`config.mk`:
```
export PLATFORM = sky130hd
export DESIGN_NAME = adder_seq_ctrl
export DESIGN_NICKNAME = d
export VERILOG_FILES = /design/src/rtl/adder_seq_ctrl.sv
export SDC_FILE = /design/constraint.sdc
export NUM_CORES = 1
export LEC_CHECK = 0
export BUFFER_PORTS_ARGS = -buffer_cell sky130_fd_sc_hd__buf_2
export CORE_UTILIZATION = 30
export CTS_BUF_LIST = sky130_fd_sc_hd__clkbuf_16
export DETAILED_ROUTE_END_ITERATION = 8
export MAX_ROUTING_LAYER = met4
export SYNTH_ARGS = -nofsm -noshare
export SYNTH_HDL_FRONTEND = slang
export SYNTH_SLANG_ARGS = --single-unit
```
`constraint.sdc`:
```
create_clock -name clk -period 3.9 [get_ports clk]
set_input_delay 0.39 -clock clk [delete_from_list [all_inputs] [get_ports clk]]
set_output_delay 0.39 -clock clk [all_outputs]
set_load 0.02 [all_outputs]
```
`src/rtl/adder_seq_ctrl.sv`:
```
// Purpose: multi-cycle W-bit add (or subtract with ADD_SEQ_SUB_EN) over a shared external 4-bit adder slice.
// Latency: start at e0, one nibble per edge e1..eN, done/sum_out valid the cycle after eN (N = NIBBLES).
// Backpressure: none; start is honoured only in IDLE and is dropped (not queued) while busy or done.
module adder_seq_ctrl #(
    parameter int NIBBLES = 4
) (
    input  logic                   clk,
    input  logic                   reset,
    input  logic                   start,
    input  logic [4*NIBBLES-1:0]   a_in,
    input  logic [4*NIBBLES-1:0]   b_in,
    input  logic                   cin,
`ifdef ADD_SEQ_SUB_EN
    input  logic                   sub,
`endif
    output logic [3:0]             add_a,
    output logic [3:0]             add_b,
    output logic                   add_cin,
    input  logic [3:0]             add_sum,
    input  logic                   add_cout,
    output logic                   busy,
    output logic                   done,
    output logic [4*NIBBLES-1:0]   sum_out,
    output logic                   cout_out
);

    localparam int W = 4 * NIBBLES;

    typedef enum logic [1:0] {
        IDLE = 2'd0,
        RUN  = 2'd1,
        DONE = 2'd2
    } state_t;

    state_t         state;
    state_t         state_nxt;
    logic [2:0]     idx;
    logic           carry;
    logic [W-1:0]   a_reg;
    logic [W-1:0]   b_reg;
    logic [W-1:0]   work;
    logic [W-1:0]   work_nxt;
    logic           last;
    logic           init_carry;
    logic           sub_q;

`ifdef ADD_SEQ_SUB_EN
    // Subtraction is A + ~B + 1; cin is deliberately ignored in that mode.
    assign init_carry = sub ? 1'b1 : cin;
`else
    assign init_carry = cin;
`endif

    assign last = (idx == 3'(NIBBLES - 1));

    // Operands are shifted down one nibble per RUN edge so nibble[idx] is always at bits [3:0];
    // results enter at the top, so after N edges work holds the sum in place.
    assign work_nxt = W'({add_sum, work} >> 4);

    always_ff @(posedge clk) begin
        if (reset) begin
            state <= IDLE;
        end else begin
            state <= state_nxt;
        end
    end

    always_ff @(posedge clk) begin
        if (reset) begin
            idx      <= '0;
            carry    <= 1'b0;
            a_reg    <= '0;
            b_reg    <= '0;
            work     <= '0;
            sum_out  <= '0;
            cout_out <= 1'b0;
            sub_q    <= 1'b0;
        end else begin
            case (state)
                IDLE: begin
                    if (start) begin
                        a_reg <= a_in;
                        b_reg <= b_in;
                        idx   <= '0;
                        carry <= init_carry;
`ifdef ADD_SEQ_SUB_EN
                        sub_q <= sub;
`else
                        sub_q <= 1'b0;
`endif
                    end
                end
                RUN: begin
                    a_reg <= a_reg >> 4;
                    b_reg <= b_reg >> 4;
                    work  <= work_nxt;
                    carry <= add_cout;
                    idx   <= idx + 3'd1;
                    if (last) begin
                        sum_out  <= work_nxt;
                        cout_out <= add_cout;
                    end
                end
                default: begin
                end
            endcase
        end
    end

    always_comb begin
        state_nxt = state;
        busy      = 1'b0;
        done      = 1'b0;
        add_a     = 4'h0;
        add_b     = 4'h0;
        add_cin   = 1'b0;
        case (state)
            IDLE: begin
                if (start) begin
                    state_nxt = RUN;
                end
            end
            RUN: begin
                busy    = 1'b1;
                add_a   = a_reg[3:0];
                add_b   = b_reg[3:0] ^ {4{sub_q}};
                add_cin = carry;
                if (last) begin
                    state_nxt = DONE;
                end
            end
            DONE: begin
                done      = 1'b1;
                state_nxt = IDLE;
            end
            default: begin
                state_nxt = IDLE;
            end
        endcase
    end

endmodule

```
==> flow_summary.json, run 1 <==
{
  "synth_top_cells_by_count": "dfxtp_1, nand2_1, a21oi_1, mux2i_1, o2bb2ai_2",
  "syn_inst": 277,
  "clk_latency_ns": 0.32,
  "die_y_um": 97.8,
  "die_w_um": 97.8,
  "powerDensity_nw_per_um2": 478,
  "drtIter0Drc": 88,
  "synthFlopType": "dfxtp_1",
  "wire_per_inst_um": 13.0,
  "crit_path_end_kind": "primary output",
  "yosysMostFrequentCell": "dfxtp_1",
  "min_path_type": "in -> reg",
  "dpl.hpwl_um": 3990,
  "ir_drop_uv": 178,
  "start_kind": "flip-flop",
  "cts-root-buf": "clkbuf_16",
  "overflow": 0,
  "grt_max_degree": 44,
  "core_area_um2": 8810,
  "portBuffers": 68,
  "leakage_nw": 1.41,
  "period_needed_ns": 2.91,
  "cts_tree": "built",
  "nets": 380,
  "rsz0062_at_grt": "no",
  "synth_top_area_frac": 0.487,
  "track_usage": 0.133,
  "gp_congestion": 0.691,
  "initial_utilization": 0.313,
  "antenna_left": 0,
  "rows": 34,
  "yosysSeqAreaShare": 0.487,
  "finalMaxSlewViolations": 0,
  "n_antenna_cell": 0,
  "status": "finished with violations",
  "viasPerCell": 4.67,
  "drive_above_1_share": 0.319,
  "setup_tns_ns": 0,
  "slowest_stage": "inv_1",
  "max_freq_mhz": 344,
  "synth_cell_type_count": 28,
  "max-slew-margin-rel": 0.495,
  "fillers": 879,
  "syn-num-nets": 320,
  "first_pass_iters": 6,
  "ys_warn_count": 0,
  "clockBufferDepth": 2,
  "hold_viol": 0,
  "synth-edff-count": 0,
  "power_mw": 1.64,
  "crit_required_ns": 3.51,
  "synthArstFlopShare": 0,
  "cts_buffers": 9,
  "crit_chain": "buf_4, nand2b_1, inv_1, and2_1, buf_2",
  "synth-seq-cells": 67,
  "areaGrowthSynthToFinish_pct": 24.1,
  "violations": "design-rule violations",
  "fin_skew_ns": 0.00644,
  "setup_viol": 0,
  "period_share": 0.746,
  "synth_top_cells_by_area": "dfxtp_1, o2bb2ai_2, mux2i_1",
  "critPathMaxStageDelay_ns": 0.62,
  "holdWs_ns": 0.308,
  "hold_buffers": 0,
  "clkTransAtPathRegs_ns": 0.05,
  "drc": 16,
  "cts_setup_buffers": 0,
  "critical_path.max_fanout": 36,
  "grt_pass1_wl_um": 9760,
  "cts_sinks": 67,
  "wirelength_um": 5870,
  "first_global_vias": 1993,
  "syn_area_um2": 2760,
  "antenna_found_initial": 0,
  "vias": 2102,
  "cts.repair.resized": 0,
  "yosysTopAreaCell": "dfxtp_1",
  "cap_viol_max_count": 0,
  "ioPinCount": 69,
  "path_class": "reg -> out",
  "cp.arrival_ns": 2.52,
  "worst_pin_slew_ns": 0.758,
  "synth_area_per_cell_um2": 9.95,
  "htree_levels": 3,
  "dieArea_um2": 9570
}
report_power, final:
group / internal [mW] / switching, mW / total (mW)
sequential: 0.715 / 0.0196 / 0.734
clock: 0.486 / 0.278 / 0.763
combinational: 0.0595 / 0.0780 / 0.138
final timing paths:
check / start / end / slack [ns] / cells past startpoint
max reg2reg: state[0] / work[15] / 1.74 / 5
min reg2reg: idx[2] / idx[2] / 0.45 / 1
min: b_in[15] / b_reg[15] / 0.31 / 3
max: state[0] / add_a[3] / 0.99 / 5
area by class of cell:
class                           count  area (µm²)  share of cell area
Clock inverter                      7        60.1              0.0176
Tap cell                          108         135              0.0395
Clock buffer                        9         225              0.0659
Multi-Input combinational cell    185        1280               0.375
Timing Repair Buffer               71         363               0.106
Sequential cell                    67        1340               0.393
Inverter                            3        11.3             0.00329
cell usage in the layout (no fill, tap or decap), types with 2 or more instances in the layout:
| master | n |
|---|---|
| nor2b_1 | 2 |
| buf_2 | 68 |
| o2bb2ai_2 | 20 |
| nand2_1 | 58 |
| inv_1 | 4 |
| mux2i_1 | 26 |
| a21oi_1 | 32 |
| nor2_1 | 8 |
| and2_1 | 9 |
| buf_4 | 3 |
| o21ai_0 | 3 |
| clkinv_2 | 3 |
| nand3b_1 | 4 |
| ha_1 | 2 |
| dfxtp_1 | 66 |
| o2bb2ai_1 | 5 |
| a22oi_1 | 5 |
| nor3_1 | 2 |
| clkbuf_16 | 9 |
kinds of logic (layout without fill, tap and decap cells):
group | Yosys count | in the layout | share of synthesized area
adder cells (fa/ha/maj) | 2 | 2 | 0.00908
multiplexers | 27 | 27 | 0.0985
buffers and inverters | 25 | 90 | 0.0486
AND/OR/NAND/NOR | 88 | 88 | 0.142
flip-flops | 67 | 67 | 0.487
AO/OA/AOI/OAI | 68 | 68 | 0.215
metal layers:
layer	vias to the layer above	global-route usage	wire, µm
met5	-	-	0
met4	0	0.0594	85
met3	9	0.0379	325
met2	44	0.195	2580
met1	965	0.168	2870
li1	1084	-	-
critical path, delay by kind of cell (launching register included):
kind                   cells  cell delay, ns
flip-flops                 1            0.32
buffers and inverters      3            1.23
AND/OR/NAND/NOR            2            0.63
metrics by stage:
stage	util	std cells	instance area [µm²]	worst slack, ns
after detailed placement	0.356	434	3130	1.28
final	0.388	450	3420	0.989
after global routing	0.388	450	3420	0.735
after floorplan	-	277	2760	2.29
after global placement	0.356	434	3130	1.34
after CTS	0.388	450	3420	0.916
Power figures use the tool's default switching activity.
==> inputs of run 2 (changes only) <==
==> constraint.sdc (replaced) <==
create_clock -name clk -period 2.6 [get_ports clk]
set_input_delay 0.26 -clock clk [delete_from_list [all_inputs] [get_ports clk]]
set_output_delay 0.26 -clock clk [all_outputs]
set_load 0.02 [all_outputs]
==> flow_summary.json, run 2 (synthesis results as in run 1) <==
{
  "critPathMaxStageDelay_ns": 0.56,
  "violations": "design-rule violations",
  "antenna_found_initial": 0,
  "powerDensity_nw_per_um2": 683,
  "n_antenna_cell": 0,
  "areaGrowthSynthToFinish_pct": 24.4,
  "wl_met3_um": 247,
  "initial_utilization": 0.313,
  "period_share": 0.802,
  "cts_buffers": 9,
  "portBuffers": 68,
  "crit_chain": "nand2b_1, buf_4, inv_1, and2_1, buf_2",
  "track_usage": 0.140,
  "cts_tree": "built",
  "p_int_mw": 1.79,
  "worst_pin_slew_ns": 0.661,
  "cap_viol_max_count": 0,
  "switchingPower_uw": 551,
  "slowest_stage": "dfxtp_2",
  "status": "finished with violations",
  "topRoutingLayerUsed": "met4",
  "viasPerCell": 4.72,
  "min_from": "b_in[15]",
  "dpl_cell_area_um2": 3180,
  "cp_top_family": "buffers and inverters",
  "min_path_type": "in -> reg",
  "period_needed_ns": 2.08,
  "seq_power_share": 0.473,
  "vias": 2140,
  "die_y_um": 97.8,
  "wirelength_um": 6250,
  "leakage_nw": 1.42,
  "hold_buffers": 0,
  "hold_depth": 3,
  "cts_sinks": 67,
  "swShare": 0.235,
  "crit_required_ns": 2.34,
  "hold_viol": 0,
  "drc": 16,
  "htree_levels": 3,
  "grt_pass1_wl_um": 10400,
  "cts-root-buf": "clkbuf_16",
  "path_class": "reg -> out",
  "drt-met1-wl_um": 3020,
  "timing.rr.end": "a_reg[8]",
  "clk_latency_ns": 0.32,
  "p_comb_frac": 0.091,
  "cts_setup_buffers": 0,
  "stdcell_area_um2": 3430,
  "finalMaxSlewViolations": 0,
  "cp.arrival_ns": 1.82,
  "seq_area_um2": 1340,
  "rsz0062_at_grt": "no",
  "dieArea_um2": 9570,
  "first_pass_iters": 6,
  "ir_drop_uv": 326,
  "first_global_vias": 2153,
  "max-slew-margin-rel": 0.559,
  "multi_input_area_um2": 1280,
  "wl_met2_um": 2970,
  "r2r-start": "state[0]",
  "rrSetupSlack_ns": 0.84,
  "clock_power_share": 0.436,
  "fillers": 898,
  "drtIter0Drc": 68,
  "final_cell_mix": "buf_2, dfxtp_1, nand2_1",
  "critical_path_buf_inv_count": 3,
  "fin_skew_ns": 0.00324,
  "antenna_left": 0,
  "max_freq_mhz": 480,
  "ff2ff_path_depth": 4,
  "nets": 384,
  "clkTransAtPathRegs_ns": 0.05,
  "rows": 34,
  "core_area_um2": 8810,
  "die_w_um": 97.8,
  "wire_per_inst_um": 13.8,
  "dpl.hpwl_um": 4220,
  "whs_endpoint": "b_reg[15]",
  "gp_congestion": 0.724,
  "clockBufferDepth": 2,
  "final_common_cell": "buf_2",
  "grt_max_degree": 43,
  "ioPinCount": 69,
  "critical_path.max_fanout": 15,
  "start_kind": "flip-flop",
  "cts.repair.resized": 0,
  "setup_tns_ns": 0,
  "setup_viol": 0,
  "overflow": 0,
  "crit_path_end_kind": "primary output",
  "final_util": 0.389,
  "drive_above_1_share": 0.319
}
-- run 2: layout make-up --
type,count,area share
flip-flops and latches,67,0.392
well taps,108,0.0394
inverters,3,0.00329
clock buffers,9,0.0657
repair buffers,75,0.118
multi-input cells,185,0.374
clock inverters,6,0.00730
-- run 2: worst max-delay path by stage --
stage               cells past startpoint       end     start  slack (ns)
CTS                                     5  add_a[0]  state[0]        0.48
detailed placement                      5  add_a[0]  state[0]        0.83
finish                                  5  add_a[0]  state[0]        0.52
global route                            5  add_b[0]  state[0]        0.40
global placement                        5  add_a[3]  state[0]        0.89
floorplan                               5  add_a[0]  state[1]        1.12
-- run 2: stage by stage --
stage	hold WS [ns]	std cells	worst slack [ns]	power [mW]
finish	0.193	453	0.515	2.34
global route	0.195	453	0.402	2.44
CTS	0.185	453	0.484	2.37
detailed placement	0.445	438	0.830	1.34
global placement	0.433	438	0.889	1.34
floorplan	0.396	277	1.12	1.27
-- run 2: worst min-delay path: cells and delay by family --
kind                   cells  cell delay (ns)
AND/OR/NAND/NOR            1             0.07
AO/OA/AOI/OAI              1             0.06
buffers and inverters      1             0.08
-- run 2: power by group through the flow --
stage	Sequential (mW)	Clock (mW)	Combinational (mW)
after detailed placement	1.13	0	0.214
after global placement	1.13	0	0.209
after floorplan	1.11	0	0.155
after CTS	1.11	1.05	0.215
final	1.11	1.02	0.212
after global routing	1.11	1.10	0.234
-- run 2: layer usage --
| layer | vias to the layer above | GRT usage |
|---|---|---|
| li1 | 1085 | - |
| met1 | 1013 | 0.179 |
| met2 | 37 | 0.211 |
| met3 | 5 | 0.0344 |
| met4 | 0 | 0.0594 |
| met5 | - | - |
==> inputs of run 3 (changes only) <==
==> constraint.sdc (replaced) <==
create_clock -name clk -period 1.85 [get_ports clk]
set_input_delay 0.185 -clock clk [delete_from_list [all_inputs] [get_ports clk]]
set_output_delay 0.185 -clock clk [all_outputs]
set_load 0.02 [all_outputs]
==> flow_summary.json, run 3 (synthesis results as in run 1) <==
{
  "areaGrowthSynthToFinish_pct": 25.6,
  "clkTransAtPathRegs_ns": 0.05,
  "overflow": 0,
  "setup_tns_ns": 0,
  "cts-root-buf": "clkbuf_16",
  "powerDensity_nw_per_um2": 943,
  "cap_viol_max_count": 0,
  "stdcell_area_um2": 3460,
  "dp_worst_setup_slack_ns": 0.268,
  "dieArea_um2": 9570,
  "antenna_found_initial": 0,
  "finalMaxSlewViolations": 0,
  "wire_per_inst_um": 13.6,
  "track_usage": 0.139,
  "htree_levels": 3,
  "cp.arrival_ns": 1.52,
  "final_common_cell": "buf_2",
  "crit_required_ns": 1.66,
  "crit_chain": "nand2b_2, clkinvlp_4, and2_1, buf_2",
  "period_needed_ns": 1.71,
  "portBuffers": 68,
  "first_pass_iters": 6,
  "crit_path_end_kind": "primary output",
  "timing.final.ws_setup_ns": 0.142,
  "vias": 2164,
  "ioPinCount": 69,
  "n_antenna_cell": 0,
  "cts_sinks": 67,
  "worst_pin_slew_ns": 0.611,
  "cts_tree": "built",
  "critPathMaxStageDelay_ns": 0.44,
  "first_global_vias": 2098,
  "antenna_left": 0,
  "power_mw": 3.26,
  "setup_viol": 0,
  "start_kind": "flip-flop",
  "gp_congestion": 0.719,
  "max_freq_mhz": 585,
  "grt_pass1_wl_um": 10200,
  "hold_viol": 0,
  "violations": "design-rule violations",
  "max-slew-margin-rel": 0.592,
  "period_share": 0.923,
  "path_class": "reg -> out",
  "die_w_um": 97.8,
  "core_area_um2": 8810,
  "critical_path.max_fanout": 12,
  "fin_skew_ns": 0.00741,
  "leakage_nw": 1.43,
  "rsz0062_at_grt": "no",
  "dpl.hpwl_um": 4270,
  "initial_utilization": 0.313,
  "drtIter0Drc": 109,
  "hold_buffers": 0,
  "clockBufferDepth": 2,
  "slowest_stage": "dfxtp_2",
  "nets": 391,
  "clk_latency_ns": 0.32,
  "wirelength_um": 6220,
  "status": "finished with violations",
  "cts_buffers": 9,
  "final_cell_mix": "buf_2, dfxtp_1, nand2_1",
  "ir_drop_uv": 359,
  "min_path_type": "in -> reg",
  "rows": 34,
  "die_y_um": 97.8,
  "grt_max_degree": 25,
  "viasPerCell": 4.74,
  "drive_above_1_share": 0.338,
  "drc": 16,
  "dpl_cell_area_um2": 3200
}
==> run 3: cell types whose count changed in the layout (fill, tap and decap cells not counted), sizes merged <==
cell	previous run	this run
inv	4	3
clkinv	5	2
buf	75	81
clkinvlp	0	2
==> run 3: critical path: cells and delay by family, from the launching register on <==
family	cells	cell delay (ns)
and+or+nand+nor	2	0.43
buffers and inverters	2	0.33
DFF	1	0.44
==> run 3: timing repair <==
action                     4_1_cts  5_1_grt
setup endpoints to repair        0        9
setup buffers                    0        1
hold endpoints to repair         0        0
resized for setup                0        4
==> run 3: cell type report <==
cell class	instances	area (µm²)
inverters	3	15.0
well taps	108	135
multi-input cells	185	1280
clock inverters	3	11.3
clock buffers	9	225
repair inverters	1	7.51
repair buffers	81	438
fillers	861	5350
flip-flops and latches	67	1340
==> run 3: per-stage QoR <==
stage	hold slack, ns	util	std cells
global placement	0.427	0.364	443
finish	0.108	0.393	457
detailed placement	0.434	0.364	443
floorplan	0.321	-	277
CTS	0.101	0.390	455
global route	0.111	0.393	457
==> run 3: path summary, 6_finish.rpt <==
| check | startpoint | cells past startpoint | end | slack [ns] |
|---|---|---|---|---|
| hold reg to reg | work[7] | 2 | sum_out[3] | 0.44 |
| hold / removal | a_in[13] | 3 | a_reg[13] | 0.11 |
| setup / recovery | state[1] | 4 | add_b[1] | 0.14 |
| setup reg to reg | idx[0] | 5 | sum_out[14] | 0.29 |
==> run 3: where the power goes <==
part	internal [mW]	total (mW)	switching [mW]
sequential	1.51	1.56	0.0478
combinational	0.142	0.312	0.170
clock	0.859	1.39	0.536
total	2.51	3.26	0.754
==> run 3: metal layers <==
metal	global-route usage	part of all wire	routed length, µm	vias to the layer above
met5	-	0	0	-
met4	0.0641	0.014	88	0
met3	0.0329	0.040	251	5
met2	0.212	0.46	2890	36
met1	0.174	0.48	2990	1027
li1	-	-	-	1096
